**src/rtl/pipe_stage_pkg.sv**
```systemverilog
// rtl/pipe_stage_pkg.sv - shared widths, bubble word and skid state encodings for pipe_stage
package pipe_stage_pkg;

    localparam int INST_ADDR_BUS = 32;
    localparam int INST_BUS      = 32;

    localparam logic [31:0] ZERO_WORD = 32'h0000_0000;

    typedef enum logic [1:0] {
        PS_EMPTY = 2'd0,
        PS_ONE   = 2'd1,
        PS_TWO   = 2'd2
    } ps_state_t;

endpackage

```
**src/rtl/pipe_entry.sv**
```systemverilog
// rtl/pipe_entry.sv - one {valid, pc, inst} storage entry with load/clear
module pipe_entry
    import pipe_stage_pkg::*;
#(
    parameter int ADDR_W = INST_ADDR_BUS,
    parameter int DATA_W = INST_BUS
) (
    input  logic              clk,
    input  logic              rst,
    input  logic              load,
    input  logic              clear,
    input  logic              d_valid,
    input  logic [ADDR_W-1:0] d_pc,
    input  logic [DATA_W-1:0] d_inst,
    output logic              q_valid,
    output logic [ADDR_W-1:0] q_pc,
    output logic [DATA_W-1:0] q_inst
);

    // Clear wins over load so a flush always leaves an all-zero bubble.
    always_ff @(posedge clk or negedge rst) begin
        if (!rst) begin
            q_valid <= 1'b0;
            q_pc    <= '0;
            q_inst  <= '0;
        end else if (clear) begin
            q_valid <= 1'b0;
            q_pc    <= '0;
            q_inst  <= '0;
        end else if (load) begin
            q_valid <= d_valid;
            q_pc    <= d_pc;
            q_inst  <= d_inst;
        end
    end

endmodule

```
**src/rtl/pipe_stage.sv**
```systemverilog
// rtl/pipe_stage.sv - valid/ready pipeline register for a PC/instruction pair with flush and optional skid entry
module pipe_stage
    import pipe_stage_pkg::*;
#(
    parameter int ADDR_W = INST_ADDR_BUS,
    parameter int DATA_W = INST_BUS,
    parameter int SKID   = 1
) (
    input  logic              clk,
    input  logic              rst,
    input  logic              up_valid,
    output logic              up_ready,
    input  logic [ADDR_W-1:0] up_pc,
    input  logic [DATA_W-1:0] up_inst,
    input  logic              flush,
    output logic              dn_valid,
    input  logic              dn_ready,
    output logic [ADDR_W-1:0] dn_pc,
    output logic [DATA_W-1:0] dn_inst
);

    logic              up_fire;
    logic              dn_fire;
    logic              main_load;
    logic              main_clear;
    logic              main_valid_d;
    logic              main_valid;
    logic [ADDR_W-1:0] main_pc_d;
    logic [DATA_W-1:0] main_inst_d;

    assign up_fire  = up_valid & up_ready & ~flush;
    assign dn_fire  = dn_valid & dn_ready;
    // Main entry is valid exactly when the stage is not EMPTY.
    assign dn_valid = main_valid;

    pipe_entry #(
        .ADDR_W (ADDR_W),
        .DATA_W (DATA_W)
    ) u_main (
        .clk     (clk),
        .rst     (rst),
        .load    (main_load),
        .clear   (main_clear),
        .d_valid (main_valid_d),
        .d_pc    (main_pc_d),
        .d_inst  (main_inst_d),
        .q_valid (main_valid),
        .q_pc    (dn_pc),
        .q_inst  (dn_inst)
    );

    generate
        if (SKID != 0) begin : g_skid
            ps_state_t         state;
            ps_state_t         state_nxt;
            logic              skid_load;
            logic              skid_clear;
            logic              skid_valid;
            logic [ADDR_W-1:0] skid_pc;
            logic [DATA_W-1:0] skid_inst;

            always_ff @(posedge clk or negedge rst) begin
                if (!rst) state <= PS_EMPTY;
                else      state <= state_nxt;
            end

            assign up_ready = (state != PS_TWO);

            always_comb begin
                state_nxt    = state;
                main_load    = 1'b0;
                main_clear   = 1'b0;
                main_valid_d = 1'b1;
                main_pc_d    = up_pc;
                main_inst_d  = up_inst;
                skid_load    = 1'b0;
                skid_clear   = 1'b0;
                if (flush) begin
                    state_nxt  = PS_EMPTY;
                    main_clear = 1'b1;
                    skid_clear = 1'b1;
                end else begin
                    unique case (state)
                        PS_EMPTY: begin
                            if (up_fire) begin
                                main_load = 1'b1;
                                state_nxt = PS_ONE;
                            end
                        end
                        PS_ONE: begin
                            if (up_fire && dn_fire) begin
                                main_load = 1'b1;
                            end else if (up_fire) begin
                                skid_load = 1'b1;
                                state_nxt = PS_TWO;
                            end else if (dn_fire) begin
                                main_clear = 1'b1;
                                state_nxt  = PS_EMPTY;
                            end
                        end
                        PS_TWO: begin
                            // The skid beat is older than anything upstream, so it moves up first.
                            if (dn_fire) begin
                                main_load    = 1'b1;
                                main_valid_d = skid_valid;
                                main_pc_d    = skid_pc;
                                main_inst_d  = skid_inst;
                                skid_clear   = 1'b1;
                                state_nxt    = PS_ONE;
                            end
                        end
                        default: begin
                            main_clear = 1'b1;
                            skid_clear = 1'b1;
                            state_nxt  = PS_EMPTY;
                        end
                    endcase
                end
            end

            pipe_entry #(
                .ADDR_W (ADDR_W),
                .DATA_W (DATA_W)
            ) u_skid (
                .clk     (clk),
                .rst     (rst),
                .load    (skid_load),
                .clear   (skid_clear),
                .d_valid (1'b1),
                .d_pc    (up_pc),
                .d_inst  (up_inst),
                .q_valid (skid_valid),
                .q_pc    (skid_pc),
                .q_inst  (skid_inst)
            );
        end else begin : g_reg
            assign up_ready = ~main_valid | dn_ready;

            always_comb begin
                main_valid_d = 1'b1;
                main_pc_d    = up_pc;
                main_inst_d  = up_inst;
                main_load    = up_fire;
                main_clear   = flush | (dn_fire & ~up_fire);
            end
        end
    endgenerate

endmodule

```
**config.mk**
```make
export PLATFORM = sky130hd
export DESIGN_NAME = pipe_stage
export DESIGN_NICKNAME = d
export VERILOG_FILES = /design/src/rtl/pipe_stage_pkg.sv /design/src/rtl/pipe_entry.sv /design/src/rtl/pipe_stage.sv
export SDC_FILE = /design/constraint.sdc
export NUM_CORES = 1
export LEC_CHECK = 0
export CAP_MARGIN = 30
export CELL_PAD_IN_SITES_DETAIL_PLACEMENT = 1
export CELL_PAD_IN_SITES_GLOBAL_PLACEMENT = 1
export CORE_MARGIN = 8
export CORE_UTILIZATION = 43
export CTS_CLUSTER_DIAMETER = 50
export DETAILED_ROUTE_END_ITERATION = 10
export MAX_ROUTING_LAYER = met4
export PLACE_DENSITY_LB_ADDON = 0.1
export SYNTH_ARGS = -nofsm -noshare
export SYNTH_HDL_FRONTEND = slang
export SYNTH_SLANG_ARGS = --single-unit
```
**constraint.sdc**
```tcl
create_clock -name clk -period 2.45 [get_ports clk]
set_input_delay 0.735 -clock clk [delete_from_list [all_inputs] [get_ports clk]]
set_output_delay 0.735 -clock clk [all_outputs]
set_load 0.01 [all_outputs]
```
==> impl_metrics.toml, run 1 <==
[outcome]
status = "finished, final reports clean"

[logic_synthesis]
yosysSeqAreaShare = 0.584
ys_ff_latch = 132
synth_cell_type_count = 27
yosys-top-cells-area = "dfrtp_1 58%, mux2i_1 11%, a22o_1 9.9%"
synth_nets = 459
synth_top_area_share = 0.584
syn_area_per_cell_um2 = 14.5
yosysWarnings = 0
syn-instance-count = 390
synth_area_um2 = 5650
synth_top_area_cell = "dfrtp_1"

[drt]
postRouteWirelength_um = 15900
drt-initial-drc-count = 259
vias = 4005
wl_per_cell_um = 22.3
drc = 0
drt-vias-per-instance = 5.62
ant_nets = 0
dr.pass1.iters = 4

[cts]
cts_tree = "yes"
cts_root_buf = "clkbuf_16"
clkLatencyLatePin_ps = 420
postCtsSetupBuffers = 0
clk_pin_slew_ps = 60
cts_sinks = 132
htree_num_levels = 4
clock_path_buffers = 2
cts_buffers = 17

[sta]
post-route-period-util = 0.972
finalCriticalPeriod_ps = 2380
rsz0062_at_grt = "no"
worstMarginPinSlew_ps = 379
setup_viol = 0
drv_slew = 0
finalHoldViolCount = 0
fmax_mhz = 420
relSlewSlack = 0.747
fin_skew_ps = 12.5
fin_ws_ps = 69.5

[setup_path]
crit_fanout = 9
cp_slowest_cell = "clkdlybuf4s50_1"
crit_arrival_ps = 1650
start_kind = "register"
crit_required_ps = 1710
slowest_delay_ps = 580
cp-end-kind = "primary output"
crit_chain = "nand2b_4 > clkdlybuf4s50_1"
worstSetupPathType = "register to primary output"
cp_num_buf_inv = 1
critPathTopFamily = "buffers and inverters"

[grt]
grt_max_degree = 43
grtUsageTotal = 0.201
grt_first_pass_wirelength_um = 25400
overflow = 0
grt_pass1_vias = 4527
antenna_found_initial = 0

[layout]
fin_nets = 595
final_common_cell = "clkdlybuf4s50_1"
final_area_um2 = 7770
drive_above_1_share = 0.132
antenna_cells = 0
final_cell_mix = "133 x clkdlybuf4s50_1, 131 x dfrtp_1, 64 x mux2i_1, 64 x a22o_1, 52 x o2bb2ai_1"
synthToLayoutAreaGrowth_pct = 37.5

[placed_design]
io_buffers = 134
gp_congestion = 0.775
dp_hpwl_um = 10200
post_dp_cell_area_um2 = 7220
place_ws_ps = -37.7

[floorplan]
design.core.area_um2 = 13000
start_util = 0.434
dieWidth_um = 131
die-area_um2 = 17100
chipHeight_um = 131
num_rows = 42
io_pins = 135

[power]
p_leak_nw = 3.24
peakVddDrop_uv = 537
power_density_nw_per_um2 = 722

[flow_run]
drv_cap = 0

[hold_path]
hp-class = "input port to asynchronous set/reset pin"
## worst paths after layout
check                            startpoint           endpoint  slack (ps)  cells after the start
setup reg to reg            g_skid.state[0]  u_main.q_inst[27]         740                      5
hold reg to reg            u_main.q_inst[4]   u_main.q_inst[4]         490                      1
min in group clk           u_main.q_inst[4]   u_main.q_inst[4]         490                      1
setup / recovery            g_skid.state[0]           up_ready          70                      2
hold / removal                          rst  u_main.q_inst[25]         240                      1
max in group asynchronous               rst   u_main.q_inst[9]        1660                      2
## cells by family (layout without fill, tap and decap cells)
group,count (synthesis),count (layout),synth area share
flip-flops,132,132,0.584
XOR/XNOR,1,1,0.00155
multiplexers,65,65,0.115
AND/OR/NAND/NOR,17,17,0.0199
buffers and inverters,37,184,0.0540
AO/OA/AOI/OAI,138,138,0.225
## worst register-to-register path: stages, from the launching register on
cell and delay [ps]:
dfrtp_2 470, nand2b_4 200, nor3_4 230, buf_12 310, mux2i_1 300, o2bb2ai_1 80
## cells in the mapped netlist (all sizes together)
cell type / instances
xor2: 1
mux2: 1
o21ba: 2
clkbuf: 2
and2: 1
nor2: 4
o21bai: 1
a22o: 64
nand2: 2
nand3b: 1
dfrtp: 132
o2bb2ai: 65
buf: 35
nor4: 1
nand2b: 3
nor3: 3
a21oi: 5
a211oi: 1
mux2i: 64
nor2b: 2
## what timing repair did
item                                    in CTS  in global routing
endpoints found under the hold margin        0                  0
hold buffers                                 0                  0
gates resized for setup                      1                  0
endpoints found under the setup margin       1                  0
## where the power goes
group	switching, mW	internal [mW]
Sequential	0.103	2.32
Clock	0.878	1.46
Combinational	0.402	0.438
Total	1.38	4.23
## metal layers
metal	global-route usage	vias to the layer above	wire (um)
li1	-	1776	-
met1	0.249	2111	7160
met2	0.313	104	7790
met3	0.0568	14	759
met4	0.0648	0	166
met5	-	-	0
## flip-flops by register name, indices dropped and copies added (netlist names)
register and cells:
u_main.q_inst 32, u_main.q_valid 1, g_skid.u_skid.q_pc 32, g_skid.u_skid.q_inst 32, g_skid.state 2, g_skid.u_skid.q_valid 1
u_main.q_pc 32
## through the flow
| stage | power (mW) | instances | util | hold slack (ps) | setup TNS (ps) |
|---|---|---|---|---|---|
| floorplan | 2.79 | 390 | - | 439 | 0 |
| global placement | 3.29 | 683 | 0.554 | 472 | 0 |
| detailed placement | 3.31 | 683 | 0.554 | 473 | -37.7 |
| CTS | 5.67 | 713 | 0.596 | 237 | 0 |
| global route | 5.82 | 713 | 0.596 | 242 | 0 |
| finish | 5.61 | 713 | 0.596 | 238 | 0 |
## area by class of cell
type,count,area (um2)
Multi-Input combinational cell,221,2070
Clock inverter,4,20.0
Tap cell,176,220
Clock buffer,26,529
Timing Repair Buffer,154,1630
Sequential cell,132,3300
Fill cell,1284,5260
(Power assumes the default switching activity.)
==> inputs of run 2 (changes only) <==
--- a/config.mk
+++ b/config.mk
@@ -5,12 +5,14 @@
 export SDC_FILE = /design/constraint.sdc
 export NUM_CORES = 1
 export LEC_CHECK = 0
+export ABC_AREA = 1
 export CAP_MARGIN = 30
 export CELL_PAD_IN_SITES_DETAIL_PLACEMENT = 1
 export CELL_PAD_IN_SITES_GLOBAL_PLACEMENT = 1
 export CORE_MARGIN = 8
-export CORE_UTILIZATION = 43
+export CORE_UTILIZATION = 40
 export CTS_CLUSTER_DIAMETER = 50
+export CTS_CLUSTER_SIZE = 40
 export DETAILED_ROUTE_END_ITERATION = 10
 export MAX_ROUTING_LAYER = met4
 export PLACE_DENSITY_LB_ADDON = 0.1
==> run 2 against run 1 <==
Sequential power is essentially flat. First-iteration DRC count rose by 56%. Synthesized cell count is 110% higher. Maximum frequency rose by 1.3%. Critical path type unchanged. Critical endpoint unchanged. Largest cell class unchanged. Largest power group is now the clock network.
==> impl_metrics.toml, run 2 <==
[layout]
fin_nets = 1000
multi_input_area_um2 = 2600
fillCellCount = 1833
fin_cells = 1132
final_cell_mix = "394 x nand2_1, 197 x nand3_1, 133 x clkdlybuf4s50_1"
seq_area_um2 = 3300
synthToLayoutAreaGrowth_pct = 35.3
final_area_um2 = 8400
drive_above_1_share = 0.0731
final_common_cell = "nand2_1"
antenna_cells = 0

[drt]
dr.pass1.iters = 4
postRouteWirelength_um = 20800
ant_nets = 0
wl_per_cell_um = 18.4
vias = 6074
drt-initial-drc-count = 403
drt-vias-per-instance = 5.37
drc = 0

[sta]
worstMarginPinSlew_ps = 580
relSlewSlack = 0.613
drv_slew = 0
finalHoldViolCount = 0
rsz0062_at_grt = "no"
fin_skew_ps = 7.58
post-route-period-util = 0.959
setup_viol = 0
finalCriticalPeriod_ps = 2350
fmax_mhz = 426
finalSetupTns_ps = 0

[cts]
hold_buffers = 0
clkLatencyLatePin_ps = 420
cts_tree = "yes"
cts_sinks = 132
clk_pin_slew_ps = 60
htree_num_levels = 4
cts_buffers = 17
clock_path_buffers = 2
cts_root_buf = "clkbuf_16"

[setup_path]
critPathTopFamily = "buffers and inverters"
start_kind = "register"
worstSetupPathType = "register to primary output"
crit_fanout = 6
cp-end-kind = "primary output"
cp_num_buf_inv = 2
r2r_start = "u_main.q_valid"
setup.worst_path.start = "g_skid.state[0]"
crit_arrival_ps = 1610
crit_required_ps = 1710
crit_chain = "inv_2 > nand2_2 > clkdlybuf4s50_1"
cp_slowest_cell = "clkdlybuf4s50_1"
slowest_delay_ps = 590

[flow_run]
drv_cap = 0

[floorplan]
num_rows = 45
chipHeight_um = 141
io_pins = 135
start_util = 0.408
dieWidth_um = 141
design.core.area_um2 = 15200
die-area_um2 = 19800

[logic_synthesis]
ys.flop_type = "dfrtp_1"
synth_cell_type_count = 17
yosysWarnings = 0
synth_commonest_cells = "395 x nand2_1, 197 x nand3_1, 132 x dfrtp_1"
yosys-top-cells-area = "dfrtp_1 53%, nand2_1 24%, nand3_1 16%"
yosysSeqAreaShare = 0.532
syn-instance-count = 814
synth_edf_count = 0
synth_most_common_cell = "nand2_1"
synthArstFlopShare = 1.00
synth_top_area_cell = "dfrtp_1"
syn_area_per_cell_um2 = 7.63
synth_area_um2 = 6210
synth_top_area_share = 0.532
ys_ff_latch = 132
synth_nets = 883

[placed_design]
dp.cells = 1100
post_dp_cell_area_um2 = 7830
gp_congestion = 0.765
dp_hpwl_um = 13700
io_buffers = 134

[grt]
antenna_found_initial = 0
overflow = 0
grtUsageTotal = 0.229
grt_max_degree = 48
grt_first_pass_wirelength_um = 35400
grt_pass1_vias = 6914

[power]
p_leak_nw = 4.44
peakVddDrop_uv = 458
power_density_nw_per_um2 = 693

[outcome]
status = "finished, final reports clean"

[hold_path]
hp-class = "input port to asynchronous set/reset pin"
run 2: metal layers:
metal  share of wire  GRT usage  vias up
met5               0          -        -
met4           0.013     0.0645        0
met3           0.041     0.0500       22
met2            0.51      0.393      135
met1            0.43      0.268     3083
li1                -          -     2834
run 2: worst paths after layout:
| kind | endpoint | slack, ps | depth (start not counted) |
|---|---|---|---|
| min | u_main.q_inst[17] | 220 | 1 |
| min reg2reg | g_skid.u_skid.q_inst[20] | 500 | 2 |
| max reg2reg | g_skid.u_skid.q_pc[7] | 790 | 6 |
| max in group asynchronous | g_skid.state[0] | 1460 | 2 |
| max | up_ready | 100 | 3 |
| min in group clk | g_skid.u_skid.q_inst[20] | 500 | 2 |
run 2: stage by stage:
step | hold slack [ps] | util | worst slack [ps] | total power [mW]
4_1_cts | 226 | 0.553 | 19.5 | 5.89
3_5_place_dp | 491 | 0.515 | 30.0 | 3.37
2_1_floorplan | 439 | - | 746 | 2.86
6_report | 216 | 0.553 | 100 | 5.82
3_3_place_gp | 474 | 0.515 | 92.3 | 3.33
5_1_grt | 233 | 0.553 | 27.5 | 6.08
run 2: timing repair:
item                                    CTS  global route
buffers inserted                          0             0
endpoints found under the setup margin    0             1
resized for setup                         0             1
run 2: worst reg2reg max path, cell delays in order (launching register included):
cell     delay, ps
dfrtp_1        430
nand2_1        200
nand2_1        150
nor2_4         160
buf_4          400
nand2_1        150
nand2_1        100
run 2: power breakdown:
| part | switching (mW) | internal [mW] |
|---|---|---|
| clock | 0.951 | 1.54 |
| combinational | 0.509 | 0.376 |
| sequential | 0.105 | 2.34 |
run 2: logic make-up after synthesis:
kind of cell	Yosys count	share of synthesized area
AOI/OAI and AO/OA	4	0.00363
buffers and inverters	69	0.0548
DFF	132	0.532
and+or+nand+nor	609	0.409
run 2: area by class of cell:
| type | instances | area share |
|---|---|---|
| sequential | 132 | 0.393 |
| multi-input combinational | 613 | 0.310 |
| timing repair buffer | 160 | 0.198 |
| clock buffer | 22 | 0.0553 |
| tap | 188 | 0.0280 |
| clock inverter | 10 | 0.0127 |
| inverter | 7 | 0.00313 |
